$ cat config.mk
export PLATFORM = sky130hd
export DESIGN_NAME = gelato_inst_buffer
export DESIGN_NICKNAME = d
export VERILOG_FILES = /design/src/rtl/gelato_inst_buffer.sv
export SDC_FILE = /design/constraint.sdc
export NUM_CORES = 1
export LEC_CHECK = 0
export CAP_MARGIN = 40
export CELL_PAD_IN_SITES_DETAIL_PLACEMENT = 0
export CELL_PAD_IN_SITES_GLOBAL_PLACEMENT = 1
export CORE_MARGIN = 5
export CORE_UTILIZATION = 35
export DETAILED_ROUTE_END_ITERATION = 12
export GPL_TIMING_DRIVEN = 0
export PLACE_DENSITY = 0.66
export SYNTH_ARGS = -nofsm -noshare
export SYNTH_HDL_FRONTEND = slang
export SYNTH_SLANG_ARGS = --single-unit
$ cat constraint.sdc
create_clock -name clk -period 4.7 [get_ports clk]
set_input_delay 0.94 -clock clk [delete_from_list [all_inputs] [get_ports clk]]
set_output_delay 0.94 -clock clk [all_outputs]
set_load 0.005 [all_outputs]
$ cat src/rtl/gelato_inst_buffer.sv
// gelato_inst_buffer
// Per-warp instruction buffer sitting between the decoder and issue/dispatch.
// Each warp owns an independent DEPTH-entry FIFO; issue picks one non-empty,
// eligible warp per cycle in round-robin order.
//
// Ports:
//   clk, rst        clock (rising edge) and asynchronous active-high reset
//   in_valid/in_warp/in_inst/in_ready   decoder enqueue handshake
//   issue_eligible  per-warp eligibility mask from the scheduler
//   out_valid/out_warp/out_inst/out_ready  issue handshake (head of selected FIFO)
//   flush_valid/flush_warp  discard every buffered instruction of one warp
//   warp_empty      bit w set when warp w's FIFO holds nothing
module gelato_inst_buffer #(
  parameter int  NUM_WARPS  = 4,
  parameter int  DEPTH      = 2,
  parameter type inst_t     = logic [33:0],
  parameter type warp_num_t = logic [2:0]
) (
  input  logic                 clk,
  input  logic                 rst,
  input  logic                 in_valid,
  input  warp_num_t            in_warp,
  input  inst_t                in_inst,
  output logic                 in_ready,
  input  logic [NUM_WARPS-1:0] issue_eligible,
  output logic                 out_valid,
  output warp_num_t            out_warp,
  output inst_t                out_inst,
  input  logic                 out_ready,
  input  logic                 flush_valid,
  input  warp_num_t            flush_warp,
  output logic [NUM_WARPS-1:0] warp_empty
);

  localparam int PW  = $clog2(DEPTH);
  localparam int CW  = PW + 1;
  localparam int NWW = $clog2(NUM_WARPS);
  localparam logic [CW-1:0] FULL_CNT = CW'(DEPTH);

  inst_t          mem_q    [NUM_WARPS][DEPTH];
  logic [CW-1:0]  count_q  [NUM_WARPS];
  logic [CW-1:0]  count_d  [NUM_WARPS];
  logic [PW-1:0]  rd_ptr_q [NUM_WARPS];
  logic [PW-1:0]  rd_ptr_d [NUM_WARPS];
  logic [PW-1:0]  wr_ptr_q [NUM_WARPS];
  logic [PW-1:0]  wr_ptr_d [NUM_WARPS];
  logic [NWW-1:0] rr_last_q;
  logic [NWW-1:0] rr_last_d;

  logic                 in_warp_ok;
  logic [NWW-1:0]       in_idx;
  logic [NUM_WARPS-1:0] cand;
  logic                 sel_found;
  logic [NWW-1:0]       sel_idx;
  logic [NWW-1:0]       scan_w;
  logic                 hit;
  logic                 enq;
  logic                 deq;
  logic [NUM_WARPS-1:0] enq_vec;
  logic [NUM_WARPS-1:0] deq_vec;
  logic [NUM_WARPS-1:0] flush_vec;

  // Input acceptance: out-of-range warps are never ready; no dequeue bypass.
  always_comb begin
    in_warp_ok = (32'(in_warp) < 32'(NUM_WARPS));
    in_idx     = in_warp[NWW-1:0];
    if (in_warp_ok) begin
      in_ready = (count_q[in_idx] != FULL_CNT) && !(flush_valid && (flush_warp == in_warp));
    end else begin
      in_ready = 1'b0;
    end
  end

  // Candidate mask and flush decode per warp.
  always_comb begin
    cand      = '0;
    flush_vec = '0;
    for (int w = 0; w < NUM_WARPS; w++) begin
      flush_vec[w] = flush_valid && (32'(flush_warp) == 32'(w));
      cand[w]      = (count_q[w] != '0) && issue_eligible[w] && !flush_vec[w];
    end
  end

  // Round-robin scan starting just after the last warp that issued.
  always_comb begin
    sel_found = 1'b0;
    sel_idx   = '0;
    scan_w    = '0;
    hit       = 1'b0;
    for (int i = 1; i <= NUM_WARPS; i++) begin
      scan_w    = NWW'((32'(rr_last_q) + 32'(i)) % 32'(NUM_WARPS));
      hit       = !sel_found && cand[scan_w];
      sel_idx   = hit ? scan_w : sel_idx;
      sel_found = sel_found | hit;
    end
  end

  // Issue-side outputs and handshake qualifiers.
  always_comb begin
    out_valid = sel_found;
    out_warp  = '0;
    out_inst  = '0;
    enq       = in_valid && in_ready;
    deq       = sel_found && out_ready;
    if (sel_found) begin
      out_warp[NWW-1:0] = sel_idx;
      out_inst          = mem_q[sel_idx][rd_ptr_q[sel_idx]];
    end else begin
      out_warp = '0;
      out_inst = '0;
    end
  end

  // Next-state for pointers, counts and the round-robin marker.
  always_comb begin
    rr_last_d = rr_last_q;
    enq_vec   = '0;
    deq_vec   = '0;
    if (deq) begin
      rr_last_d = sel_idx;
    end else begin
      rr_last_d = rr_last_q;
    end
    for (int w = 0; w < NUM_WARPS; w++) begin
      count_d[w]  = count_q[w];
      rd_ptr_d[w] = rd_ptr_q[w];
      wr_ptr_d[w] = wr_ptr_q[w];
      enq_vec[w]  = enq && (in_idx == NWW'(w));
      deq_vec[w]  = deq && (sel_idx == NWW'(w));
      if (flush_vec[w]) begin
        // Flush wins; enqueue/dequeue to this warp are already blocked.
        count_d[w]  = '0;
        rd_ptr_d[w] = '0;
        wr_ptr_d[w] = '0;
      end else begin
        if (enq_vec[w]) begin
          wr_ptr_d[w] = wr_ptr_q[w] + PW'(1);
        end else begin
          wr_ptr_d[w] = wr_ptr_q[w];
        end
        if (deq_vec[w]) begin
          rd_ptr_d[w] = rd_ptr_q[w] + PW'(1);
        end else begin
          rd_ptr_d[w] = rd_ptr_q[w];
        end
        case ({enq_vec[w], deq_vec[w]})
          2'b10:   count_d[w] = count_q[w] + CW'(1);
          2'b01:   count_d[w] = count_q[w] - CW'(1);
          default: count_d[w] = count_q[w];
        endcase
      end
    end
  end

  // State registers; rr_last resets to the top warp so warp 0 wins first.
  always_ff @(posedge clk or posedge rst) begin
    if (rst) begin
      rr_last_q <= NWW'(NUM_WARPS - 1);
      for (int w = 0; w < NUM_WARPS; w++) begin
        count_q[w]  <= '0;
        rd_ptr_q[w] <= '0;
        wr_ptr_q[w] <= '0;
      end
    end else begin
      rr_last_q <= rr_last_d;
      for (int w = 0; w < NUM_WARPS; w++) begin
        count_q[w]  <= count_d[w];
        rd_ptr_q[w] <= rd_ptr_d[w];
        wr_ptr_q[w] <= wr_ptr_d[w];
      end
    end
  end

  // Instruction storage; contents are don't-care until written.
  always_ff @(posedge clk) begin
    if (enq) begin
      mem_q[in_idx][wr_ptr_q[in_idx]] <= in_inst;
    end
  end

  // Empty flags come straight from the registered counts.
  always_comb begin
    warp_empty = '0;
    for (int w = 0; w < NUM_WARPS; w++) begin
      warp_empty[w] = (count_q[w] == '0);
    end
  end

endmodule

==> impl_metrics.tcl <==
set metrics [dict create \
    status "complete, but fails checks" \
    violations "setup timing" \
    maxSlewViolCount 0 \
    final_hold_viol_count 0 \
    port_buffers 89 \
    gp_congestion 0.742 \
    viasPerCell 5.23 \
    core_area_sq_um 33300 \
    synth_common_cells "272 x edfxtp_1, 181 x nand2_1, 173 x a21oi_1" \
    synthFlopType "edfxtp_1" \
    overflow 0 \
    nFillCells 3049 \
    initial_utilization_pct 35.2 \
    yosysMostFrequentCell "edfxtp_1" \
    grt_pass1_wl_um 48700 \
    p_per_area_nw_per_um2 716 \
    clockBufferDepth 3 \
    period_share_pct 101 \
    grt_max_degree 26 \
    p_sw_w 0.00412 \
    timing.final.crit_period_ns 4.75 \
    yosysTopAreaCell "edfxtp_1" \
    regArea_sq_um 8620 \
    dieWidth_um 193 \
    htreeDepth 1 \
    syn-num-nets 928 \
    endpoint_kind "primary output" \
    drt_wl_total_um 32800 \
    synth_edf_count 272 \
    synth-seq-cells 290 \
    synth_area_leaders "edfxtp_1 70%, a21oi_1 7.4%, nand2_1 5.8%, dfrtp_1 3.4%, a221o_1 2.9%" \
    p_leak_nw 5.40 \
    arrival_ns 3.81 \
    rows 67 \
    fin_skew_ns 0.0140 \
    grt_setup_unrepaired "yes" \
    cp-start-kind "input pin" \
    setup_viol 1 \
    synthesis.area_sq_um 11700 \
    multi_input_area_sq_um 3030 \
    peakVddDrop_v 0.000378 \
    fin_setup_tns_ns -0.0549 \
    drive_above_1_share_pct 18.4 \
    io_pins 92 \
    dieArea_sq_um 37200 \
    max-cap-violations 0 \
    drtPass1Iterations 5 \
    clock_latency_ns 0.55 \
    p_sw_share_pct 38.6 \
    yosysWarnings 0 \
    clk_pin_slew_ns 0.06 \
    clock.fmax_mhz 210 \
    critPathKind "input pin to primary output" \
    postCtsHoldBufs 0 \
    die_y_um 193 \
    track_usage_pct 17.3 \
    path_max_fanout 10 \
    nNetsFinal 1088 \
    syn_inst 879 \
    antenna_found_initial 0 \
    worst_pin_slew_ns 0.882 \
    synth_top_area_share_pct 69.8 \
    required_ns 3.76 \
    p_int_w 0.00654 \
    fin_ws_ns -0.0549 \
    clockPowerShare_pct 21.4 \
    async_flop_share_pct 6.21 \
    avgSynthCellArea_sq_um 13.3 \
    seq_power_share_pct 28.9 \
    ys_types 46 \
    drc 0 \
    relSlewSlack_pct 41.2 \
    ys_seq_area_share_pct 73.6 \
    grt_pass1_vias 7874 \
    syn_to_final_growth_pct 27.1 \
    cts_root_buffer "clkbuf_16" \
    clock-sinks 290 \
    wl_per_cell_um 21.7 \
    drt_iter0_drc 578 \
    antenna_left 0 \
    min_path_type "register to register" \
    dpl.hpwl_um 21000 \
    vias 7895 \
    n_antenna_cell 0 \
    p_comb_share_pct 49.7 \
    timing.hold.ws_ns 0.507 \
    cts_tree "built" \
    cts_made_buffers 30 \
]
## layout make-up
cell class | count | area share (%)
Sequential cell | 290 | 57.9
Timing Repair Buffer | 129 | 8.57
Clock inverter | 15 | 0.782
Buffer | 59 | 2.80
Multi-Input combinational cell | 522 | 20.3
Clock buffer | 40 | 5.57
Inverter | 7 | 0.244
Tap cell | 448 | 3.77
## stage by stage
step | total power (W) | worst slack [ns] | util [%] | area (sq um) | std cells
final | 0.0107 | -0.0549 | 44.7 | 14900 | 1510
after global routing | 0.0113 | -0.138 | 44.7 | 14900 | 1510
after CTS | 0.0106 | -0.246 | 44.3 | 14800 | 1505
after detailed placement | 0.00800 | -1.41 | 40.4 | 13400 | 1439
after global placement | 0.00796 | -2.79 | 39.5 | 13200 | 1416
after floorplan | 0.00570 | 0.0847 | - | 11700 | 879
## critical path, cell delays in order
cell,delay (ns)
buf_4,0.14
nand4b_1,0.26
and3_4,0.24
o21ba_4,0.22
a221oi_4,0.23
buf_12,0.17
inv_8,0.05
a21oi_2,0.11
a22oi_2,0.15
buf_4,0.17
buf_8,0.14
a221o_1,0.30
a21oi_2,0.17
clkdlybuf4s50_1,0.53
## logic make-up after synthesis
kind of cell,synth area share [%]
DFF,73.6
AOI/OAI and AO/OA,13.9
and+or+nand+nor,8.56
buffers and inverters,2.25
xor gates and xnor gates,1.12
muxes,0.534
other,0.0320
## flip-flops by register name, summed over array words and instances (netlist names)
| signal | flops |
|---|---|
| mem_q | 272 |
| count_q | 8 |
| rd_ptr_q | 4 |
| wr_ptr_q | 4 |
| rr_last_q | 2 |
## cells in the final DEF, fill, tap and decap left out, types with 4 or more instances in the layout
cell,instances
clkbuf_1,15
and2_2,4
buf_6,12
dlygate4sd2_1,16
clkbuf_8,4
clkdlybuf4s15_1,4
o21ai_0,5
clkbuf_2,12
buf_12,5
nor3_2,4
buf_2,9
a221o_1,34
dlymetal6s2s_1,12
dfrtp_1,16
nand2_1,179
a21oi_2,21
clkbuf_4,20
edfxtp_1,272
xnor2_1,11
nor2_1,23
xor2_1,4
mux2i_1,4
buf_4,35
buf_8,4
clkinv_1,7
clkinv_2,6
clkbuf_16,31
a22oi_1,34
inv_1,5
clkdlybuf4s50_1,48
or3_1,4
a21oi_1,151
## power groups by stage
stage               clock, W  sequential [W]  combinational, W
floorplan                  0         0.00310           0.00260
global placement           0         0.00312           0.00484
detailed placement         0         0.00312           0.00488
CTS                  0.00232         0.00307           0.00524
global route         0.00244         0.00309           0.00575
finish               0.00229         0.00308           0.00530
## what timing repair did
action | in CTS | in global routing
gates resized for setup | 154 | 75
pin swaps | 7 | 12
setup buffers | 12 | 6
endpoints found under the setup margin | 36 | 34
## final timing paths
| path | slack [ns] | cells past startpoint | from | end |
|---|---|---|---|---|
| hold / removal | 0.51 | 2 | rr_last_q[0] | rr_last_q[0] |
| setup reg to reg | 1.84 | 11 | count_q[0] | count_q[3] |
| min in group asynchronous | 0.81 | 2 | rst | count_q[1] |
| setup / recovery | -0.05 | 14 | flush_warp[2] | out_inst[27] |
| max in group asynchronous | 3.43 | 2 | rst | count_q[7] |
| hold reg to reg | 0.51 | 2 | rr_last_q[0] | rr_last_q[0] |
## metal layers
| metal | vias to the layer above | global-route usage (%) | part of all wire, % |
|---|---|---|---|
| met5 | - | 0 | 0 |
| met4 | 0 | 4.03 | 1.9 |
| met3 | 44 | 2.70 | 5.6 |
| met2 | 246 | 29.3 | 49 |
| met1 | 3976 | 23.7 | 43 |
| li1 | 3629 | - | - |
Note: power is estimated with default switching activity, not from simulation.
